[config.mk]
export PLATFORM = sky130hd
export DESIGN_NAME = yin_period_search
export DESIGN_NICKNAME = d
export VERILOG_FILES = /design/src/rtl/yin_period_search.sv
export SDC_FILE = /design/constraint.sdc
export NUM_CORES = 2
export LEC_CHECK = 0
export CAP_MARGIN = 20
export CORE_ASPECT_RATIO = 1.2
export CORE_MARGIN = 8
export CORE_UTILIZATION = 54
export CTS_CLUSTER_DIAMETER = 40
export DETAILED_ROUTE_END_ITERATION = 8
export PLACE_DENSITY = 0.71
export SYNTH_ARGS = -nofsm -noshare
export SYNTH_HDL_FRONTEND = slang
export SYNTH_SLANG_ARGS = --single-unit
[constraint.sdc]
create_clock -name clk -period 14.4 [get_ports clk]
set_clock_uncertainty 0.1 [all_clocks]
set_input_delay 1.44 -clock clk [delete_from_list [all_inputs] [get_ports clk]]
set_output_delay 1.44 -clock clk [all_outputs]
set_load 0.05 [all_outputs]
[src/rtl/yin_period_search.sv]
// YIN lag sweep: walks tau over a difference engine and reports the first lag whose CMND drops
// below threshold. Define YIN_LOCAL_MIN_EN to refine that hit to the following local minimum.
module yin_period_search #(
    parameter int unsigned MAX_TAU   = 40,
    parameter int unsigned MIN_TAU   = 2,
    parameter int unsigned ACC_WIDTH = 39,
    parameter int unsigned THR_WIDTH = 8
) (
    input  logic                 clk,
    input  logic                 reset,
    input  logic                 start,
    input  logic [THR_WIDTH-1:0] threshold,
    input  logic                 diff_ready,
    input  logic [ACC_WIDTH-1:0] diff_value,
    output logic                 diff_reset,
    output logic [5:0]           diff_tau,
    output logic                 busy,
    output logic                 done,
    output logic                 voiced,
    output logic [5:0]           period
);
    localparam int unsigned SumWidth  = ACC_WIDTH + 6;
    localparam int unsigned ProdWidth = SumWidth + THR_WIDTH;
    localparam logic [5:0]  MaxTau    = 6'(MAX_TAU);
    localparam logic [5:0]  MinTau    = 6'(MIN_TAU);

    typedef enum logic [2:0] {StIdle, StIssue, StWait, StEval, StDone} state_t;

    state_t               state;
    logic [5:0]           tau;
    logic [SumWidth-1:0]  sum;
    logic [SumWidth-1:0]  sum_next;
    logic [ACC_WIDTH-1:0] d_cap;
    logic [THR_WIDTH-1:0] thr;
    logic [ProdWidth-1:0] lhs;
    logic [ProdWidth-1:0] rhs;
    logic                 hit;
    logic                 end_sweep;
    logic                 end_voiced;
    logic [5:0]           end_period;
`ifdef YIN_LOCAL_MIN_EN
    logic                 found;
    logic [5:0]           best;
    logic [ACC_WIDTH-1:0] d_best;
    logic                 take_best;
`endif

    // CMND test d*tau/S < thr/2^THR_WIDTH, cross-multiplied so no divider is needed.
    always_comb begin
        sum_next = sum + SumWidth'(d_cap);
        lhs      = (ProdWidth'(d_cap) * ProdWidth'(tau)) << THR_WIDTH;
        rhs      = ProdWidth'(thr) * ProdWidth'(sum_next);
        hit      = (tau >= MinTau) && (sum_next != '0) && (lhs < rhs);
`ifdef YIN_LOCAL_MIN_EN
        if (!found) begin
            take_best  = hit;
            end_sweep  = (tau == MaxTau);
            end_voiced = hit;
            end_period = hit ? tau : 6'd0;
        end else if (d_cap < d_best) begin
            take_best  = 1'b1;
            end_sweep  = (tau == MaxTau);
            end_voiced = 1'b1;
            end_period = tau;
        end else begin
            take_best  = 1'b0;
            end_sweep  = 1'b1;
            end_voiced = 1'b1;
            end_period = best;
        end
`else
        end_sweep  = hit || (tau == MaxTau);
        end_voiced = hit;
        end_period = hit ? tau : 6'd0;
`endif
    end

    always_ff @(posedge clk) begin
        if (reset) begin
            state      <= StIdle;
            tau        <= 6'd1;
            sum        <= '0;
            d_cap      <= '0;
            thr        <= '0;
            diff_reset <= 1'b1;
            diff_tau   <= 6'd0;
            busy       <= 1'b0;
            done       <= 1'b0;
            voiced     <= 1'b0;
            period     <= 6'd0;
`ifdef YIN_LOCAL_MIN_EN
            found      <= 1'b0;
            best       <= 6'd0;
            d_best     <= '0;
`endif
        end else begin
            done <= 1'b0;
            case (state)
                StIdle: begin
                    if (start) begin
                        thr        <= threshold;
                        tau        <= 6'd1;
                        sum        <= '0;
                        diff_tau   <= 6'd1;
                        diff_reset <= 1'b1;
                        busy       <= 1'b1;
                        state      <= StIssue;
`ifdef YIN_LOCAL_MIN_EN
                        found      <= 1'b0;
`endif
                    end
                end
                StIssue: begin
                    diff_reset <= 1'b0;
                    state      <= StWait;
                end
                StWait: begin
                    if (diff_ready) begin
                        d_cap      <= diff_value;
                        diff_reset <= 1'b1;
                        state      <= StEval;
                    end
                end
                StEval: begin
                    sum <= sum_next;
                    if (end_sweep) begin
                        done   <= 1'b1;
                        voiced <= end_voiced;
                        period <= end_period;
                        state  <= StDone;
                    end else begin
                        tau      <= tau + 6'd1;
                        diff_tau <= tau + 6'd1;
                        state    <= StIssue;
                    end
`ifdef YIN_LOCAL_MIN_EN
                    if (take_best) begin
                        found  <= 1'b1;
                        best   <= tau;
                        d_best <= d_cap;
                    end
`endif
                end
                StDone: begin
                    busy  <= 1'b0;
                    state <= StIdle;
                end
                default: state <= StIdle;
            endcase
        end
    end
endmodule

==> qor.txt <==
Setup violations, final -> 0
max-cap violation count -> 0
Synth area leader -> fa_1
num ports -> 67
Final Hold Fails -> 0
slowest CP cell -> xnor2_1
clock network fraction of design power -> 0.267
kind of critical path -> flip-flop to flip-flop
switching part of the total -> 0.417
DRT Pass-1 Iters -> 5
core area -> 46900 um2
First DRT Iteration DRCs -> 1348
post-CTS sizing -> 0
Wirelength per Cell -> 19.6 um
Clock Sinks -> 112
vias in the first global route -> 23397
switching power -> 0.407 mW
antenna violations before repair -> 0
commonest non-fill, non-tap cell in the layout -> nand2_1
GPL Wtd Cong -> 0.979
CTS hold repair buffers -> 0
hold depth -> 2
EDFF count, synth -> 0
cell mode on critical path -> fa_1
Critical Path End Type -> flip-flop
Post-Route WL -> 73.3 mm
placed cells -> 3727
Via density -> 5.87
Worst R2R Start -> d_cap[0]
IO Port Bufs -> 66
DR DRC count -> 0
Root Buffer -> clkbuf_16
WHS Endpoint -> sum[34]
Max Clk Rate -> 90.6 MHz
CTS Buf Count -> 9
first-pass GRT wire length -> 121 mm
Cell Rows -> 87
minimum clock period -> 11040 ps
die area -> 54700 um2
crit share post-route -> 0.767
Die Y -> 255 um
Layout area overhead -> 6.10%
Post-Syn Area -> 25600 um2
Slew Limit Fails -> 0
hold_sp -> sum[34]
R2R cell count -> 40
reg-to-reg slack, setup -> 3360 ps
Tot GR Track Use -> 0.272
Worst-Margin Slew -> 1060 ps
Max stage delay on crit path -> 660 ps
Synth Warn # -> 0
type of origin of the critical path -> flip-flop
Power Dens Cells -> 35.9 nW/um2
worst vdd ir -> 0.0633 mV
Int Pwr -> 0.569 mW
largest cells by area after synthesis -> fa_1 32%, ha_1 10%, dfxtp_1 8.8%
syn_nets -> 3802
CTS tree -> yes
GR Overflow Total -> 0
Synth Flop Type -> dfxtp_1
CP arrival -> 11200 ps
Starting Density -> 0.546
ANT cells -> 0
Combinational Power Share -> 0.360
#FFs+latches synth -> 112
Clock Tree Buf Depth -> 2
largest net degree at the start of global routing -> 67
leakage -> 12.8 nW
Detail Route Antenna Nets -> 0
Final HPWL DP -> 58.2 mm
DIE WIDTH -> 215 um
post-synth top area share -> 0.319
outcome -> complete, no violations
H-tree levels -> 3
Syn Area/Cell -> 8.19 um2
post-CTS setup buffer count -> 0
clk_lat worst skew -> 370 ps
library cells used by synthesis -> 97
Synth Instances -> 3130
setup TNS -> 0 ps
CP Data Required Time -> 14570 ps
HP Class -> flip-flop to flip-flop
Seq/Total Area, Yosys -> 0.0875
layout cell share with drive strength beyond 1 -> 0.0401
non-filler cells, final -> 3744
max_slew headroom -> 0.285
vias -> 21967
clk slew on worst S/H paths -> 80 ps
Final nets -> 3788
maximum fanout along the worst path -> 10
most frequent cells in the layout -> 508 x nand2_1, 408 x fa_1, 399 x inv_1
Crit Reg-Reg Endpoint -> diff_tau[0]
asr flop ratio synth -> 0
RSZ-0062 raised after global routing -> no
Sequential Power Share -> 0.373
final cells by class:
class                   count  area (um2)
clock inverters             7        55.1
inverters                 401        1510
multi-input cells        2479       21400
fillers                  4332       19700
well taps                 623         779
flip-flops and latches    112        2250
clock buffers               9         225
repair buffers            113        1010
cell families after synthesis:
kind of cell,after synthesis,synth area share
muxes,2,0.000830
and+or+nand+nor,1173,0.226
buffers and inverters,539,0.0806
AOI/OAI and AO/OA,567,0.142
DFF,112,0.0875
adders and majority gates,621,0.423
xor gates and xnor gates,116,0.0399
worst max path at each step:
stage,start,endpoint,slack [ps],cells past startpoint
global route,d_cap[0],diff_tau[0],2510,40
global placement,d_cap[0],diff_tau[2],3920,40
CTS,d_cap[0],diff_tau[0],3510,41
floorplan,d_cap[0],diff_tau[2],5050,40
finish,d_cap[0],diff_tau[0],3360,40
detailed placement,d_cap[0],diff_tau[0],3550,41
critical path: cells and delay by family, from the launching register on:
family	cells	cell delay [ps]
compound gates	16	3840
fa+ha+maj	8	3070
simple gates	10	2190
xor+xnor	2	960
flops	1	430
buf+inv	4	340
power by group through the flow:
stage	Sequential [mW]	Combinational (mW)	Clock, mW
after detailed placement	0.371	0.348	0
after global routing	0.367	0.383	0.277
after floorplan	0.344	0.234	0
final	0.364	0.352	0.260
after global placement	0.369	0.340	0
after CTS	0.363	0.350	0.264
sequential cells by signal (all words and copies together) (netlist names):
signal / count
sum: 45
period: 6
busy: 1
done: 1
state: 3
thr: 8
diff_reset: 1
d_cap: 39
voiced: 1
tau: 1
diff_tau: 6
per-stage QoR:
stage / power, mW / cell area (um2) / hold slack [ps] / worst slack (ps) / utilization
5_1_grt: 1.03 / 27200 / 394 / 2510 / 0.579
3_3_place_gp: 0.709 / 26900 / 347 / 3920 / 0.573
6_report: 0.976 / 27200 / 375 / 3360 / 0.579
3_5_place_dp: 0.718 / 26900 / 361 / 3550 / 0.573
4_1_cts: 0.977 / 27200 / 376 / 3510 / 0.579
2_1_floorplan: 0.578 / 25600 / 352 / 5050 / -
per-layer routing:
layer / track usage / up-vias / part of all wire
li1: - / 10122 / -
met1: 0.302 / 11030 / 0.38
met2: 0.519 / 648 / 0.53
met3: 0.0274 / 167 / 0.042
met4: 0.124 / 0 / 0.046
met5: 0 / - / 0
Yosys cell counts (7+ instances only):
master    number
a211oi_1      22
a21o_1        72
a21oi_1      224
a22o_1         8
a31oi_1       18
and2_1       288
and3_1        29
buf_1          8
clkbuf_1     117
dfxtp_1      112
fa_1         408
ha_1         213
inv_1        399
nand2_1      508
nand2b_1      22
nand3_1       62
nand4_1       32
nor2_1       114
nor2b_1       23
nor3_1        36
nor4_1        11
o211ai_1       7
o21a_1        23
o21ai_0       82
o21ai_1       12
o21bai_1      18
or3_1         12
xnor2_1       75
xor2_1        40
No activity file was read; power rests on OpenSTA's default activity.
